<file path="config.mk">
export PLATFORM = sky130hd
export DESIGN_NAME = i2c_target_responder
export DESIGN_NICKNAME = d
export VERILOG_FILES = /design/src/rtl/i2c_target_responder_pkg.sv /design/src/rtl/i2c_bus_monitor.sv /design/src/rtl/i2c_target_responder.sv
export SDC_FILE = /design/constraint.sdc
export NUM_CORES = 2
export LEC_CHECK = 0
export CORE_MARGIN = 4
export CORE_UTILIZATION = 45
export DETAILED_ROUTE_END_ITERATION = 8
export GPL_TIMING_DRIVEN = 0
export PLACE_DENSITY = 0.63
export REMOVE_ABC_BUFFERS = 1
export SLEW_MARGIN = 20
export SYNTH_ARGS = -nofsm -noshare
export SYNTH_HDL_FRONTEND = slang
export SYNTH_HIERARCHICAL = 1
export SYNTH_SLANG_ARGS = --single-unit
</file>
<file path="constraint.sdc">
create_clock -name clk -period 6 [get_ports clk]
set_clock_uncertainty 0.05 [all_clocks]
set_input_delay 1.8 -clock clk [delete_from_list [all_inputs] [get_ports clk]]
set_output_delay 1.8 -clock clk [all_outputs]
set_load 0.05 [all_outputs]
</file>
<file path="src/rtl/i2c_target_responder_pkg.sv">
// rtl/i2c_target_responder_pkg.sv - shared definitions for the I2C target responder
//
// Purpose: state encodings, default device address, ACK/NACK bus levels,
// command codes shared with the I2C command path, and an address-match helper.
// Ports: none (package).

package i2c_target_responder_pkg;

  typedef enum logic [3:0] {
    ST_IDLE     = 4'd0,
    ST_DEV_ADDR = 4'd1,
    ST_DEV_ACK  = 4'd2,
    ST_PTR_HI   = 4'd3,
    ST_PTR_LO   = 4'd4,
    ST_WR_DATA  = 4'd5,
    ST_RD_DATA  = 4'd6,
    ST_RD_ACK   = 4'd7,
    ST_IGNORE   = 4'd8
  } state_t;

  localparam logic [6:0] DEFAULT_DEVICE_ADDR = 7'h50;

  // Bus level during the acknowledge slot.
  localparam logic SDA_ACK  = 1'b0;
  localparam logic SDA_NACK = 1'b1;

  // Command codes already in use by the I2C command path.
  localparam logic [7:0] I2C_CMD_04 = 8'h04;
  localparam logic [7:0] I2C_CMD_05 = 8'h05;
  localparam logic [7:0] I2C_CMD_06 = 8'h06;

  // Address byte is {addr[6:0], rw}; only the upper seven bits identify the target.
  function automatic logic addr_match(input logic [7:0] addr_byte, input logic [6:0] dev);
    return addr_byte[7:1] == dev;
  endfunction

endpackage

</file>
<file path="src/rtl/i2c_bus_monitor.sv">
// rtl/i2c_bus_monitor.sv - SCL/SDA synchronizer with edge and START/STOP detection
//
// Purpose: brings the raw bus pins into the clk domain (2 FF) plus one history
// stage, and derives single-cycle SCL rise/fall, START and STOP events.
// Ports:
//   clk, rst_n        system clock, asynchronous active-low reset
//   scl_i, sda_i      raw pin levels
//   sda               synchronized SDA level (valid with the events)
//   scl_rise/scl_fall one-cycle SCL edge events
//   start_det         SDA 1->0 while SCL high
//   stop_det          SDA 0->1 while SCL high

module i2c_bus_monitor (
  input  logic clk,
  input  logic rst_n,
  input  logic scl_i,
  input  logic sda_i,
  output logic sda,
  output logic scl_rise,
  output logic scl_fall,
  output logic start_det,
  output logic stop_det
);

  logic scl_s1, scl_s2, scl_d;
  logic sda_s1, sda_s2, sda_d;

  // Reset to the idle-bus level so leaving reset never fabricates an event.
  always_ff @(posedge clk or negedge rst_n) begin
    if (!rst_n) begin
      scl_s1 <= 1'b1;
      scl_s2 <= 1'b1;
      scl_d  <= 1'b1;
      sda_s1 <= 1'b1;
      sda_s2 <= 1'b1;
      sda_d  <= 1'b1;
    end else begin
      scl_s1 <= scl_i;
      scl_s2 <= scl_s1;
      scl_d  <= scl_s2;
      sda_s1 <= sda_i;
      sda_s2 <= sda_s1;
      sda_d  <= sda_s2;
    end
  end

  assign sda       = sda_s2;
  assign scl_rise  = scl_s2 & ~scl_d;
  assign scl_fall  = ~scl_s2 & scl_d;
  // SCL must be high in both samples so an SDA change next to an SCL edge is not misread.
  assign start_det = scl_s2 & scl_d & sda_d & ~sda_s2;
  assign stop_det  = scl_s2 & scl_d & ~sda_d & sda_s2;

endmodule

</file>
<file path="src/rtl/i2c_target_responder.sv">
// rtl/i2c_target_responder.sv - I2C target with 16-bit pointer, register memory and write reporting
//
// Purpose: answers DEVICE_ADDR with 16-bit big-endian pointer writes, multi-byte
// writes and auto-incrementing reads (repeated START). Memory is preloadable
// from the local host port; every bus write is reported on wr_*.
// Ports:
//   clk, rst_n                  system clock (>= 16x SCL), asynchronous active-low reset
//   scl_i, sda_i                raw bus pins
//   sda_oe                      1 = pull SDA low
//   host_we/host_addr/host_wdata local memory preload port
//   wr_valid/wr_addr/wr_data    one-cycle report of each byte written from the bus
//   busy                        addressed transaction in progress (until STOP)

module i2c_target_responder
  import i2c_target_responder_pkg::*;
#(
  parameter logic [6:0] DEVICE_ADDR = DEFAULT_DEVICE_ADDR,
  parameter int         MEM_DEPTH   = 256
) (
  input  logic                         clk,
  input  logic                         rst_n,
  input  logic                         scl_i,
  input  logic                         sda_i,
  output logic                         sda_oe,
  input  logic                         host_we,
  input  logic [$clog2(MEM_DEPTH)-1:0] host_addr,
  input  logic [7:0]                   host_wdata,
  output logic                         wr_valid,
  output logic [15:0]                  wr_addr,
  output logic [7:0]                   wr_data,
  output logic                         busy
);

  localparam int AW = $clog2(MEM_DEPTH);

  logic       sda, scl_rise, scl_fall, start_det, stop_det;
  state_t     state;
  logic [3:0] bit_cnt;
  logic [7:0] shift;
  logic [7:0] tx;
  logic [7:0] ptr_hi;
  logic [15:0] ptr;
  logic       rw;
  // In PTR_HI/PTR_LO/WR_DATA: target is driving the ACK slot.
  // In RD_ACK: the master has ACKed and the next byte is loaded.
  logic       ack_slot;
  logic [7:0] rx_byte;
  logic [7:0] mem_rdata;
  logic       bus_we;

  logic [7:0] mem [MEM_DEPTH];

  i2c_bus_monitor u_mon (
    .clk       (clk),
    .rst_n     (rst_n),
    .scl_i     (scl_i),
    .sda_i     (sda_i),
    .sda       (sda),
    .scl_rise  (scl_rise),
    .scl_fall  (scl_fall),
    .start_det (start_det),
    .stop_det  (stop_det)
  );

  assign rx_byte   = {shift[6:0], sda};
  assign mem_rdata = mem[ptr[AW-1:0]];
  // Eighth data bit of a write byte, unless a START/STOP overrides this cycle.
  assign bus_we    = (state == ST_WR_DATA) && !ack_slot && scl_rise && (bit_cnt == 4'd7) &&
                     !start_det && !stop_det;

  // Single write port: a bus write takes the port, a coincident host write is dropped.
  always_ff @(posedge clk) begin
    if (bus_we) begin
      mem[ptr[AW-1:0]] <= rx_byte;
    end else if (host_we) begin
      mem[host_addr] <= host_wdata;
    end
  end

  always_ff @(posedge clk or negedge rst_n) begin
    if (!rst_n) begin
      state    <= ST_IDLE;
      bit_cnt  <= 4'd0;
      shift    <= 8'd0;
      tx       <= 8'd0;
      ptr_hi   <= 8'd0;
      ptr      <= 16'd0;
      rw       <= 1'b0;
      ack_slot <= 1'b0;
      sda_oe   <= 1'b0;
      busy     <= 1'b0;
      wr_valid <= 1'b0;
      wr_addr  <= 16'd0;
      wr_data  <= 8'd0;
    end else begin
      wr_valid <= 1'b0;
      if (stop_det) begin
        state    <= ST_IDLE;
        sda_oe   <= 1'b0;
        busy     <= 1'b0;
        ack_slot <= 1'b0;
      end else if (start_det) begin
        state    <= ST_DEV_ADDR;
        bit_cnt  <= 4'd0;
        sda_oe   <= 1'b0;
        ack_slot <= 1'b0;
      end else begin
        case (state)
          ST_DEV_ADDR: begin
            if (scl_rise && bit_cnt != 4'd8) begin
              shift   <= rx_byte;
              bit_cnt <= bit_cnt + 4'd1;
            end else if (scl_fall && bit_cnt == 4'd8) begin
              if (addr_match(shift, DEVICE_ADDR)) begin
                state  <= ST_DEV_ACK;
                sda_oe <= ~SDA_ACK;
                busy   <= 1'b1;
                rw     <= shift[0];
                tx     <= mem_rdata;
              end else begin
                state <= ST_IGNORE;
              end
            end
          end

          ST_DEV_ACK: begin
            if (scl_fall) begin
              bit_cnt <= 4'd0;
              if (rw) begin
                state  <= ST_RD_DATA;
                sda_oe <= ~tx[7];
              end else begin
                state  <= ST_PTR_HI;
                sda_oe <= 1'b0;
              end
            end
          end

          ST_PTR_HI, ST_PTR_LO, ST_WR_DATA: begin
            if (!ack_slot) begin
              if (scl_rise && bit_cnt != 4'd8) begin
                shift   <= rx_byte;
                bit_cnt <= bit_cnt + 4'd1;
                if (bit_cnt == 4'd7) begin
                  case (state)
                    ST_PTR_HI: ptr_hi <= rx_byte;
                    ST_PTR_LO: ptr    <= {ptr_hi, rx_byte};
                    default: begin
                      wr_valid <= 1'b1;
                      wr_addr  <= ptr;
                      wr_data  <= rx_byte;
                    end
                  endcase
                end
              end else if (scl_fall && bit_cnt == 4'd8) begin
                sda_oe   <= ~SDA_ACK;
                ack_slot <= 1'b1;
              end
            end else if (scl_fall) begin
              sda_oe   <= 1'b0;
              ack_slot <= 1'b0;
              bit_cnt  <= 4'd0;
              case (state)
                ST_PTR_HI: state <= ST_PTR_LO;
                ST_PTR_LO: state <= ST_WR_DATA;
                default:   ptr   <= ptr + 16'd1;
              endcase
            end
          end

          ST_RD_DATA: begin
            if (scl_rise && bit_cnt != 4'd8) begin
              bit_cnt <= bit_cnt + 4'd1;
            end else if (scl_fall && bit_cnt != 4'd0) begin
              if (bit_cnt == 4'd8) begin
                sda_oe  <= 1'b0;
                ptr     <= ptr + 16'd1;
                bit_cnt <= 4'd0;
                state   <= ST_RD_ACK;
              end else begin
                sda_oe <= ~tx[6];
                tx     <= {tx[6:0], 1'b0};
              end
            end
          end

          ST_RD_ACK: begin
            if (scl_rise) begin
              if (sda == SDA_ACK) begin
                tx       <= mem_rdata;
                ack_slot <= 1'b1;
              end else begin
                state <= ST_IGNORE;
              end
            end else if (scl_fall && ack_slot) begin
              ack_slot <= 1'b0;
              bit_cnt  <= 4'd0;
              sda_oe   <= ~tx[7];
              state    <= ST_RD_DATA;
            end
          end

          default: ;
        endcase
      end
    end
  end

endmodule

</file>
=== Yosys cells after proc, flatten, opt, wreduce, memory -nomap -nowiden ===
Memory sizes are Yosys's and may differ from the RTL's.
Cells that the tools add are included.

* $add $sub $neg: 2
* Eq/ne operators: 50
* Mux-type cells: 94
* Bitwise gates (word level): 18
* Reductions and logical operators: 36

{| class="wikitable"
|+ Operators with widths
! operator !! count
|-
| 16-bit two-way mux || 9
|-
| 8-bit two-way mux || 12
|-
| 4-bit two-way mux || 23
|-
| 4-bit != test, second input constant || 14
|-
| 1-bit two-way mux || 41
|-
| 4-bit case mux with 5 select lines || 2
|-
| 16-bit case mux with 2 select lines || 1
|-
| 5-bit != test, second input constant || 6
|-
| 8-bit case mux with 3 select lines || 1
|-
| 12-bit AND reduction || 2
|-
| 2-bit != test, second input constant || 11
|-
| 11-bit AND reduction || 2
|-
| 3-bit != test, second input constant || 7
|-
| 4-bit by 3-bit == test with 1-bit output, second input constant || 5
|-
| 16-bit by 1-bit adder with 16-bit output, second input constant || 1
|-
| 8-bit case mux with 2 select lines || 1
|-
| 7-bit AND reduction || 2
|-
| 6-bit AND reduction || 2
|-
| 1-bit inverter || 11
|-
| 2-bit nonzero test || 5
|-
| 1-bit logical AND || 9
|-
| 4-bit by 2-bit == test with 1-bit output, second input constant || 2
|-
| 4-bit case mux with 2 select lines || 1
|-
| 4-bit nonzero test || 2
|-
| other kinds (20) || 28
|}

* Bits in registers: 83
* Bits in writable memories: 2048
* Input bits: 21
* Output and inout port bits: 27
* Word-level logic and storage cells: 220
* Memories kept: 1

{| class="wikitable"
|+ Memory list
! name !! words !! width !! rd ports !! clocked after memory_dff !! wr ports !! line !! text
|-
| mem || 256 || 8 || 1 || 0 || 1 || i2c_target_responder.sv:51 || <nowiki>logic [7:0] mem [MEM_DEPTH];</nowiki>
|}

=== Depth between registers and ports, before layout ===
* Word-level depth: 10
* Depth in mapped cells: 14
* Depth with buffers taken out: 10

=== Hierarchy ===
The synthesis kept the hierarchy.

{| class="wikitable"
|+ Modules (own cells, without submodules)
! module !! times used !! cells each !! area each (um2) !! seq. area each (um2)
|-
| i2c_target_responder || 1 || 4263 || 83993.1 || 63425.8
|-
| i2c_bus_monitor || 1 || 10 || 190.2 || 157.7
|}

=== Least setup slack after synthesis ===
OpenSTA, ideal clock, no wires.

* Path type: input port to flip-flop
* Start point: in host_we
* End point: mem mem[0][0] (data pin)
* Library setup time: 0.823 ns
* Data arrival time: 5.507 ns
* Data required time: 5.127 ns
* Setup slack: -0.380 ns
* Stages: 5
* Path buffers: 2
* Cells stage by stage: o31a_1 buf_2 clkbuf_1 nand2_1 nand2_1

* Word-level cells in the longest chain between the ends: 5

{| class="wikitable"
|+ RTL lines
! element !! line !! text
|-
| from (decl) || i2c_target_responder.sv:25 || <nowiki>input logic host_we,</nowiki>
|-
| 1-bit two-way mux || i2c_target_responder.sv:75 || <nowiki>end else if (host_we) begin</nowiki>
|-
| 1-bit two-way mux || i2c_target_responder.sv:73 || <nowiki>if (bus_we) begin</nowiki>
|-
| 1-bit two-way mux (implied by the code) || i2c_target_responder.sv:76 || <nowiki>mem[host_addr] <= host_wdata;</nowiki>
|-
| 8-bit OR reduction (no source line) || - ||
|-
| 8-bit two-way mux (no source line) || - ||
|-
| to (decl) || i2c_target_responder.sv:51 ||
|}

Every way passes these cells.

=== Final worst setup path ===
* Start point: reg u_mon.scl_s2
* End point: mem mem[58][7], enable pin

* Elaborated cells on any way between the ends: 19
* Those cells by class: 6 x mux; 6 x bitwise; 7 x reduce/logical

{| class="wikitable"
|+ RTL lines
! element !! line !! text
|-
| from (decl) || i2c_bus_monitor.sv:25 || <nowiki>logic scl_s1, scl_s2, scl_d;</nowiki>
|-
| from (signal assigned) || i2c_bus_monitor.sv:39 || <nowiki>scl_s2 <= scl_s1;</nowiki>
|-
| 1-bit AND (*) || i2c_bus_monitor.sv:48 || <nowiki>assign scl_rise = scl_s2 & ~scl_d;</nowiki>
|-
| via scl_rise || i2c_target_responder.sv:36 || <nowiki>logic sda, scl_rise, scl_fall, start_det, stop_det;</nowiki>
|-
| 1-bit logical AND (*) (3 in series) || i2c_target_responder.sv:68 || <nowiki>assign bus_we = (state == ST_WR_DATA) && !ack_slot && scl_rise && (bit_cnt == 4'd7) &&</nowiki>
|-
| 1-bit logical AND (*) || i2c_target_responder.sv:69 || <nowiki>!start_det && !stop_det;</nowiki>
|-
| 1-bit two-way mux || i2c_target_responder.sv:73 ||
|-
| 1-bit two-way mux (implied by the code) || i2c_target_responder.sv:76 ||
|-
| 8-bit OR reduction (no source line) || - ||
|-
| 8-bit two-way mux (no source line) / 1-bit two-way mux (equally long branches) || - ||
|}

Mark *: on every way through the listed nets, which the timed path passes. The rest lies on a longest branch.

==> results.md <==
* Setup Fix Bufs, Post-CTS at 0
* Post-synthesis area per instance at 19.70 um2
* Worst r2r src: u_mon/scl_s2
* Clock Path Buffers at 3
* Total power per unit cell area at 329.0 nW/um2
* Vias per Instance at 6.177
* Starting Density at 0.4535
* Worst hold-check path type: reg2reg
* H-tree lvl count at 4
* DR vias at 43532
* CTS-repair resized insts at 0
* Startpoint Class: register
* Setup tns final at 0 ps
* RSZ-0062 raised after global routing: false
* Drt total wl at 224400 um
* CP endpoint kind: register
* Part of the Yosys area used for sequential elements at 0.7553
* GR Util All Layers at 0.2309
* Root cell of the clock tree: clkbuf_16
* Crit-path max FO at 33
* Asr flop ratio synth at 0.03895
* Hold Path Depth at 0
* Dpl hpwl at 144200 um
* Period utilization at 0.9398
* Share of cells above drive strength 1 at 0.2185
* Clock latency at the later pin of the worst-skew pair at 840 ps
* Routed Antenna Nets at 0
* Fin. max-slew vios at 0
* Top cells by count, synth: 2048 x edfxtp_1, 461 x mux4_2, 320 x nor2_1
* Final Setup Violations at 0
* Filler cells at 14338
* Die area at 194100 um2
* Dpl cells at 6653
* # clock sinks at 2131
* Max cap viols at 0
* Die height at 440.5 um
* Reg2Reg Setup Slack at 360 ps
* Routing usage on met1 at 0.3241
* Vias in the first global route at 42621
* Net count, final at 4410
* Routing usage on met3 at 0.05006
* R2R depth at 7
* Top cells by area, synth: edfxtp_1 73%, mux4_2 12%, dfrtp_1 2.3%
* Pleak at 0.02930 uW
* Gpl congestion at 0.8282
* Peak supply drop at 354.5 uV
* Cell with the most instances after synthesis: edfxtp_1
* IO Pins at 48
* Worst-margin pin slew at 1147 ps
* Synth Cell Area at 84180 um2
* Met2 usage at 0.3562
* Yosys warning total at 6
* Worst R2R End: mem[58][7]
* WL per Instance at 31.84 um
* Slew margin rel. at 0.2286
* CTS tree: done
* Grt ovf at 0
* Initial antenna violation count at 8
* DRC at 0
* 1st-pass router iterations at 6
* Clock transition at path regs at 60 ps
* F_max at 177.3 MHz
* EDFF count, synth at 2048
* WP data arrival at 6030 ps
* TritonCTS Buffers at 210
* First-pass GRT wire length at 319500 um
* Synth area leader: edfxtp_1
* Finished Core Util at 0.5169
* Finished Layout Cells at 7047
* Post-Syn Instances at 4273
* Largest net degree at the start of global routing at 77
* Area Overhead vs Synth at 13.99%
* DR iter-0 viols at 5516
* Die width at 440.5 um
* Most Crowded Layer GR: met2
* Fin Hold WS at 305.0 ps
* Status: finished, final reports clean
* Fin crit period at 5639 ps
* Yosys reg bits at 2131
* Num rows at 158
* Top-area cell type share of the netlist area at 0.7305
* # hold bufs at CTS at 0
* PortBufs at 47
* Final Hold Fails at 0
* Worst Path Required at 6390 ps
* Critical path class: reg2reg
* Synth unique cells at 87
* Total core area at 185600 um2
* Startpoint of the worst hold path: u_mon/scl_s1
* Hold endpoint: u_mon/scl_s2
* Ys flop type: edfxtp_1
## area by class of cell
| cell class | instances | area, um2 | area share |
|---|---|---|---|
| clock inverter | 113 | 984.7 | 0.01026 |
| sequential | 2131 | 63600 | 0.6628 |
| clock buffer | 277 | 5792 | 0.06036 |
| inverter | 19 | 78.83 | 0.0008214 |
| tap | 2480 | 3103 | 0.03234 |
| antenna | 4 | 10.01 | 0.0001043 |
| timing repair buffer | 156 | 3102 | 0.03232 |
| multi-input combinational | 1867 | 19290 | 0.2010 |
## power breakdown
group / total, uW / switching, uW / internal (uW)
clock: 13000 / 5570 / 7420
combinational: 1450 / 1110 / 339
sequential: 17100 / 99.8 / 17000
total: 31600 / 6790 / 24800
## worst max-delay path by stage
stage	cells after the start	from	endpoint	slack [ps]
detailed placement	6	host_we	mem[19][2]	-7
finish	7	u_mon/scl_s2	mem[58][7]	360
global route	7	u_mon/scl_s2	mem[58][6]	210
floorplan	6	ptr[0]	tx[7]	-18310
CTS	13	ptr[0]	tx[7]	400
global placement	7	ptr[1]	tx[7]	-37890
## worst max-delay path, cell delays in order (launching register included)
cell	delay, ps
dfstp_2	560
nor2b_1	650
nand4bb_1	360
or3_2	850
nand2b_1	930
nand2b_2	660
buf_16	360
nor2_1	750
## metal layers
metal / up-vias / wire (um)
met5: - / 8
met1: 23058 / 88270
met3: 403 / 21100
li1: 17791 / -
met4: 2 / 9165
met2: 2278 / 105900
## through the flow
step / power [uW] / area, um2 / setup slack (ps)
after CTS: 31700 / 95950 / 401.2
after floorplan: 18260 / 82710 / -18310
after detailed placement: 18890 / 89170 / -6.745
final: 31570 / 95960 / 361.1
after global routing: 32400 / 95950 / 213.8
after global placement: 19150 / 86290 / -37890
## logic make-up (layout without fill, tap and decap cells)
family | Yosys count | count (layout) | share of synthesized area
compound gates | 425 | 425 | 0.03540
xor+xnor | 1 | 1 | 0.0001041
fa+ha+maj | 4 | 4 | 0.0005945
buf+inv | 275 | 565 | 0.01831
flops | 2131 | 2131 | 0.7553
mux | 672 | 672 | 0.1495
other cells | 0 | 4 | 0
simple gates | 765 | 765 | 0.04077
## state kept, by name, summed over array words and instances (netlist names)
name and flops:
busy 1, u_mon/sda 1, ack_slot 1, rw 1
wr_valid 1, wr_addr 16, u_mon/scl_d 1, bit_cnt 4
mem 2048, u_mon/scl_s2 1, ptr 16, ptr_hi 8
wr_data 8, u_mon/sda_d 1, state 4, u_mon/sda_s1 1
u_mon/scl_s1 1, shift 8, sda_oe 1, tx 8
## cell usage in the layout, fill, tap and decap left out, drive strengths merged, types with 27 or more instances in the layout
cell type and instances:
clkinv 90, a221oi 27, nor3 29, mux2 35
o21ai 53, inv 27, nand3 47, nand2b 31
dfrtp 77, clkbuf 277, mux4 464, buf 110
o22ai 32, edfxtp 2048, a22oi 107, mux2i 173
a21oi 73, nand2 220, nor2 320, clkdlybuf4s50 46
(Power assumes the default switching activity.)
